**src/rtl/ip_stack_unit.sv**
```systemverilog
// Instruction-pointer unit with return-address stack.
// Drives the fetch address; handles INC, LOAD, REL, CALL and RET.
module ip_stack_unit #(
  parameter int unsigned ADDR_W = 20,
  parameter int unsigned DEPTH = 8,
  parameter int unsigned STEP_W = 3,
  parameter logic [ADDR_W-1:0] RESET_VEC = '0,
  localparam int unsigned SP_W = $clog2(DEPTH) + 1
) (
  input  logic              clk,
  input  logic              reset,
  input  logic [2:0]        op,
  input  logic [STEP_W-1:0] step,
  input  logic [ADDR_W-1:0] data_in,
  output logic [ADDR_W-1:0] data_out,
  output logic [SP_W-1:0]   sp,
  output logic              stack_full,
  output logic              stack_empty,
  output logic              fault
);

  localparam int unsigned PTR_W = $clog2(DEPTH);

  typedef enum logic [2:0] {
    OP_HOLD = 3'b000,
    OP_INC  = 3'b001,
    OP_LOAD = 3'b010,
    OP_REL  = 3'b011,
    OP_CALL = 3'b100,
    OP_RET  = 3'b101
  } op_e;

  logic [ADDR_W-1:0] ip_q, ip_d;
  logic [SP_W-1:0]   sp_q, sp_d;
  logic              fault_q, fault_d;

  logic [ADDR_W-1:0] ras_q [DEPTH];

  logic              push_en;
  logic [PTR_W-1:0]  push_idx;
  logic [PTR_W-1:0]  top_idx;
  logic [ADDR_W-1:0] seq_ip;
  logic              full;
  logic              empty;

  assign full     = (sp_q == SP_W'(DEPTH));
  assign empty    = (sp_q == '0);
  assign seq_ip   = ip_q + ADDR_W'(step);
  // sp < DEPTH whenever a push is allowed, so the low bits index the slot.
  assign push_idx = PTR_W'(sp_q);
  assign top_idx  = PTR_W'(sp_q - SP_W'(1));

  // Next IP / stack pointer / fault; a set fault freezes everything.
  always_comb begin
    ip_d    = ip_q;
    sp_d    = sp_q;
    fault_d = fault_q;
    push_en = 1'b0;
    if (!fault_q) begin
      unique case (op)
        OP_INC:  ip_d = seq_ip;
        OP_LOAD: ip_d = data_in;
        OP_REL:  ip_d = seq_ip + data_in;
        OP_CALL: begin
          if (full) begin
            fault_d = 1'b1;
          end else begin
            push_en = 1'b1;
            sp_d    = sp_q + SP_W'(1);
            ip_d    = data_in;
          end
        end
        OP_RET: begin
          if (empty) begin
            fault_d = 1'b1;
          end else begin
            sp_d = sp_q - SP_W'(1);
            ip_d = ras_q[top_idx];
          end
        end
        default: ;
      endcase
    end
  end

  // Architectural state with synchronous active-low reset.
  always_ff @(posedge clk) begin
    if (!reset) begin
      ip_q    <= RESET_VEC;
      sp_q    <= '0;
      fault_q <= 1'b0;
    end else begin
      ip_q    <= ip_d;
      sp_q    <= sp_d;
      fault_q <= fault_d;
    end
  end

  // Stack storage; contents are meaningless once sp drops past them.
  always_ff @(posedge clk) begin
    if (reset && push_en) begin
      ras_q[push_idx] <= seq_ip;
    end
  end

  assign data_out    = ip_q;
  assign sp          = sp_q;
  assign fault       = fault_q;
  assign stack_full  = full;
  assign stack_empty = empty;

endmodule

```
**config.mk**
```make
export PLATFORM = sky130hd
export DESIGN_NAME = ip_stack_unit
export DESIGN_NICKNAME = d
export VERILOG_FILES = /design/src/rtl/ip_stack_unit.sv
export SDC_FILE = /design/constraint.sdc
export NUM_CORES = 1
export LEC_CHECK = 0
export ABC_AREA = 1
export CORE_MARGIN = 10
export CORE_UTILIZATION = 40
export DETAILED_ROUTE_END_ITERATION = 8
export HOLD_SLACK_MARGIN = 0.03
export PLACE_DENSITY = 0.65
export SETUP_SLACK_MARGIN = 0.2
export SYNTH_ARGS = -nofsm -noshare
export SYNTH_HDL_FRONTEND = slang
export SYNTH_SLANG_ARGS = --single-unit
```
**constraint.sdc**
```tcl
create_clock -name clk -period 4.4 [get_ports clk]
set_clock_uncertainty 0.2 [all_clocks]
set_input_delay 0.88 -clock clk [delete_from_list [all_inputs] [get_ports clk]]
set_output_delay 0.88 -clock clk [all_outputs]
set_load 0.01 [all_outputs]
```
==> metrics.csv <==
metric,value,unit
status,"finished, final reports clean",
core,0.0233,sq mm
p_total,4.44,mW
cp.required,4.58,ns
viasPerCell,5.39,
antenna_found_initial,0,
min_period,3.97,ns
syn_to_final_growth,19.7,%
crit_fanout,4,
min-delay-start,data_out[0],
num_vias,7776,
cp-start-kind,primary input,
wl_per_cell,19.0,um
nets,1168,
worst_slew_pin_slew,0.901,ns
layout_commonest_cell,nand2_1,
fmax,0.252,GHz
cts_root_buf,clkbuf_16,
rows,56,
ir_worst_vdd,0.000281,V
port_buffers,54,
grt_overflow,0,
drtPass1Iterations,5,
grt.total_usage,0.179,
die-area,0.0302,sq mm
min_to,data_out[0],
diodes,0,
hold_violations,0,
synthesis.nets,1074,
whs,0.295,ns
post_cts.repair.setup_buffers,0,
synth_cell_types,51,
drive_gt1_frac,0.123,
dpl.hpwl,18300,um
grt_pass1_wl,42100,um
die_width,174,um
crit_type,primary input to flip-flop,
setup_violations,0,
ys_warn_count,0,
reg2regPathDepth,22,
numCtsBuffers,17,
hold_path_class,flip-flop to flip-flop,
endpoint_kind,flip-flop,
slew_headroom,0.399,
drv_cap,0,
p_per_area,392,mW/mm^2
path_clk_slew,0.08,ns
die_h,174,um
most-common-layout-cells,"nand2_1, edfxtp_1, nor2_1",
cts-hold-fix-buffers,0,
ys_seq_area_frac,0.561,
synth_area_leaders,"edfxtp_1, nand2_1, dfxtp_1, nor2_1, o21ai_0",
synth-seq-cells,185,
rr_endpoint,data_out[18],
postSynth.asyncResetShare,0,
r2r_start,data_out[0],
floorplan.initialDensity,0.405,
syn-mean-instance-area,9.29,sq um
min_period_over_period,0.902,
grt_pass1_vias,7311,
min_path_cells,2,
grt_max_degree,86,
rsz0062_at_grt,true,
tns,0,ns
synthFlopType,edfxtp_1,
synth_top_cell_by_area,edfxtp_1,
gp_congestion,0.924,
tritoncts,built,
antenna_left,0,
drc,0,
cp.arrival,4.15,ns
cts_max_level,4,
boundaryPins,55,
drt_iter0_drc,756,
p_leak,4.34,nW
finalMaxSlewViolations,0,
rrSetupSlack,0.96,ns
cts_max_path_buffers,2,
netlist_area,0.00946,sq mm
clock_sinks,185,
syn_inst,1018,
drt-total-wl,27400,um
synth_edf_count,160,
insertion_delay,0.45,ns
synth_top_area_frac,0.508,
routing by layer:
metal  wire length, um  track usage  up-vias
met2             12300        0.277      270
li1                  -            -     3729
met1             12900        0.250     3748
met5                 0            0        -
met4               393       0.0524        0
met3              1730       0.0329       29
area by class of cell:
| type | instances | area [sq um] |
|---|---|---|
| Multi-Input combinational cell | 710 | 3710 |
| Clock buffer | 17 | 425 |
| Tap cell | 319 | 399 |
| Sequential cell | 185 | 5310 |
| Timing Repair Buffer | 114 | 991 |
| Fill cell | 2181 | 12000 |
| Inverter | 84 | 317 |
| Clock inverter | 15 | 166 |
stage by stage:
stage | util | instance area, sq um | setup slack, ns | instances
6_report | 0.485 | 11300 | 0.433 | 1444
5_1_grt | 0.485 | 11300 | 0.174 | 1444
4_1_cts | 0.484 | 11300 | 0.360 | 1444
3_5_place_dp | 0.459 | 10700 | -0.0944 | 1412
3_3_place_gp | 0.459 | 10700 | -0.114 | 1412
2_1_floorplan | - | 9460 | 0.576 | 1018
cells in the mapped netlist, types with 3 or more instances:
library cell / n
nand2_1: 206
edfxtp_1: 160
nor2_1: 129
o21ai_0: 90
a21oi_1: 75
inv_1: 74
nand3_1: 58
o22ai_1: 30
ha_1: 26
dfxtp_1: 25
clkbuf_1: 24
buf_2: 12
nand4_1: 11
xor2_1: 11
nor3_1: 10
nand3b_1: 8
inv_2: 7
o211ai_1: 7
o21ai_1: 5
xnor2_1: 5
a211oi_1: 3
o21bai_1: 3
or2_2: 3
worst max-delay path, stage by stage:
cell	delay (ns)
clkdlybuf4s50_1	0.46
ha_1	0.14
inv_1	0.06
fa_2	0.37
o22ai_2	0.16
nand2_1	0.12
nor2_1	0.14
nand2_1	0.11
xor2_2	0.17
inv_1	0.10
ha_1	0.31
buf_4	0.15
nand2_1	0.12
inv_1	0.05
nand2_1	0.09
a21oi_1	0.07
nor2_1	0.16
nand2_1	0.08
nand2_1	0.05
nand3_1	0.08
nand2_1	0.09
nand2_1	0.06
a21oi_1	0.12
logic make-up (layout without fill, tap and decap cells):
kind of cell,after synthesis,count (layout),share of synthesized area
buf+inv,123,230,0.0525
fa+ha+maj,28,28,0.0386
flops,185,185,0.561
simple gates,438,438,0.196
xor+xnor,17,17,0.0165
compound gates,227,227,0.135
how the worst max path moves through the flow:
stage,end,cells past startpoint,start
2_1_floorplan,ras_q[4][0],9,sp[0]
3_3_place_gp,data_out[17],20,step[0]
3_5_place_dp,data_out[18],23,step[0]
4_1_cts,data_out[18],23,step[0]
6_report,data_out[18],23,step[0]
5_1_grt,data_out[19],23,step[0]
state kept, by name (all words and copies together), names as in the netlist:
name / count
ras_q: 160
fault: 1
data_out: 20
sp: 4
where the power goes:
part | internal (mW) | switching, mW | total (mW)
clock network | 0.851 | 0.717 | 1.57
registers | 1.96 | 0.0353 | 2.00
logic | 0.325 | 0.546 | 0.871
total | 3.14 | 1.30 | 4.44
repair_timing:
item                                    CTS  global route
endpoints found under the setup margin    0             9
gates resized for setup                   0             7
endpoints found under the hold margin     0             0
(Power assumes the default switching activity.)
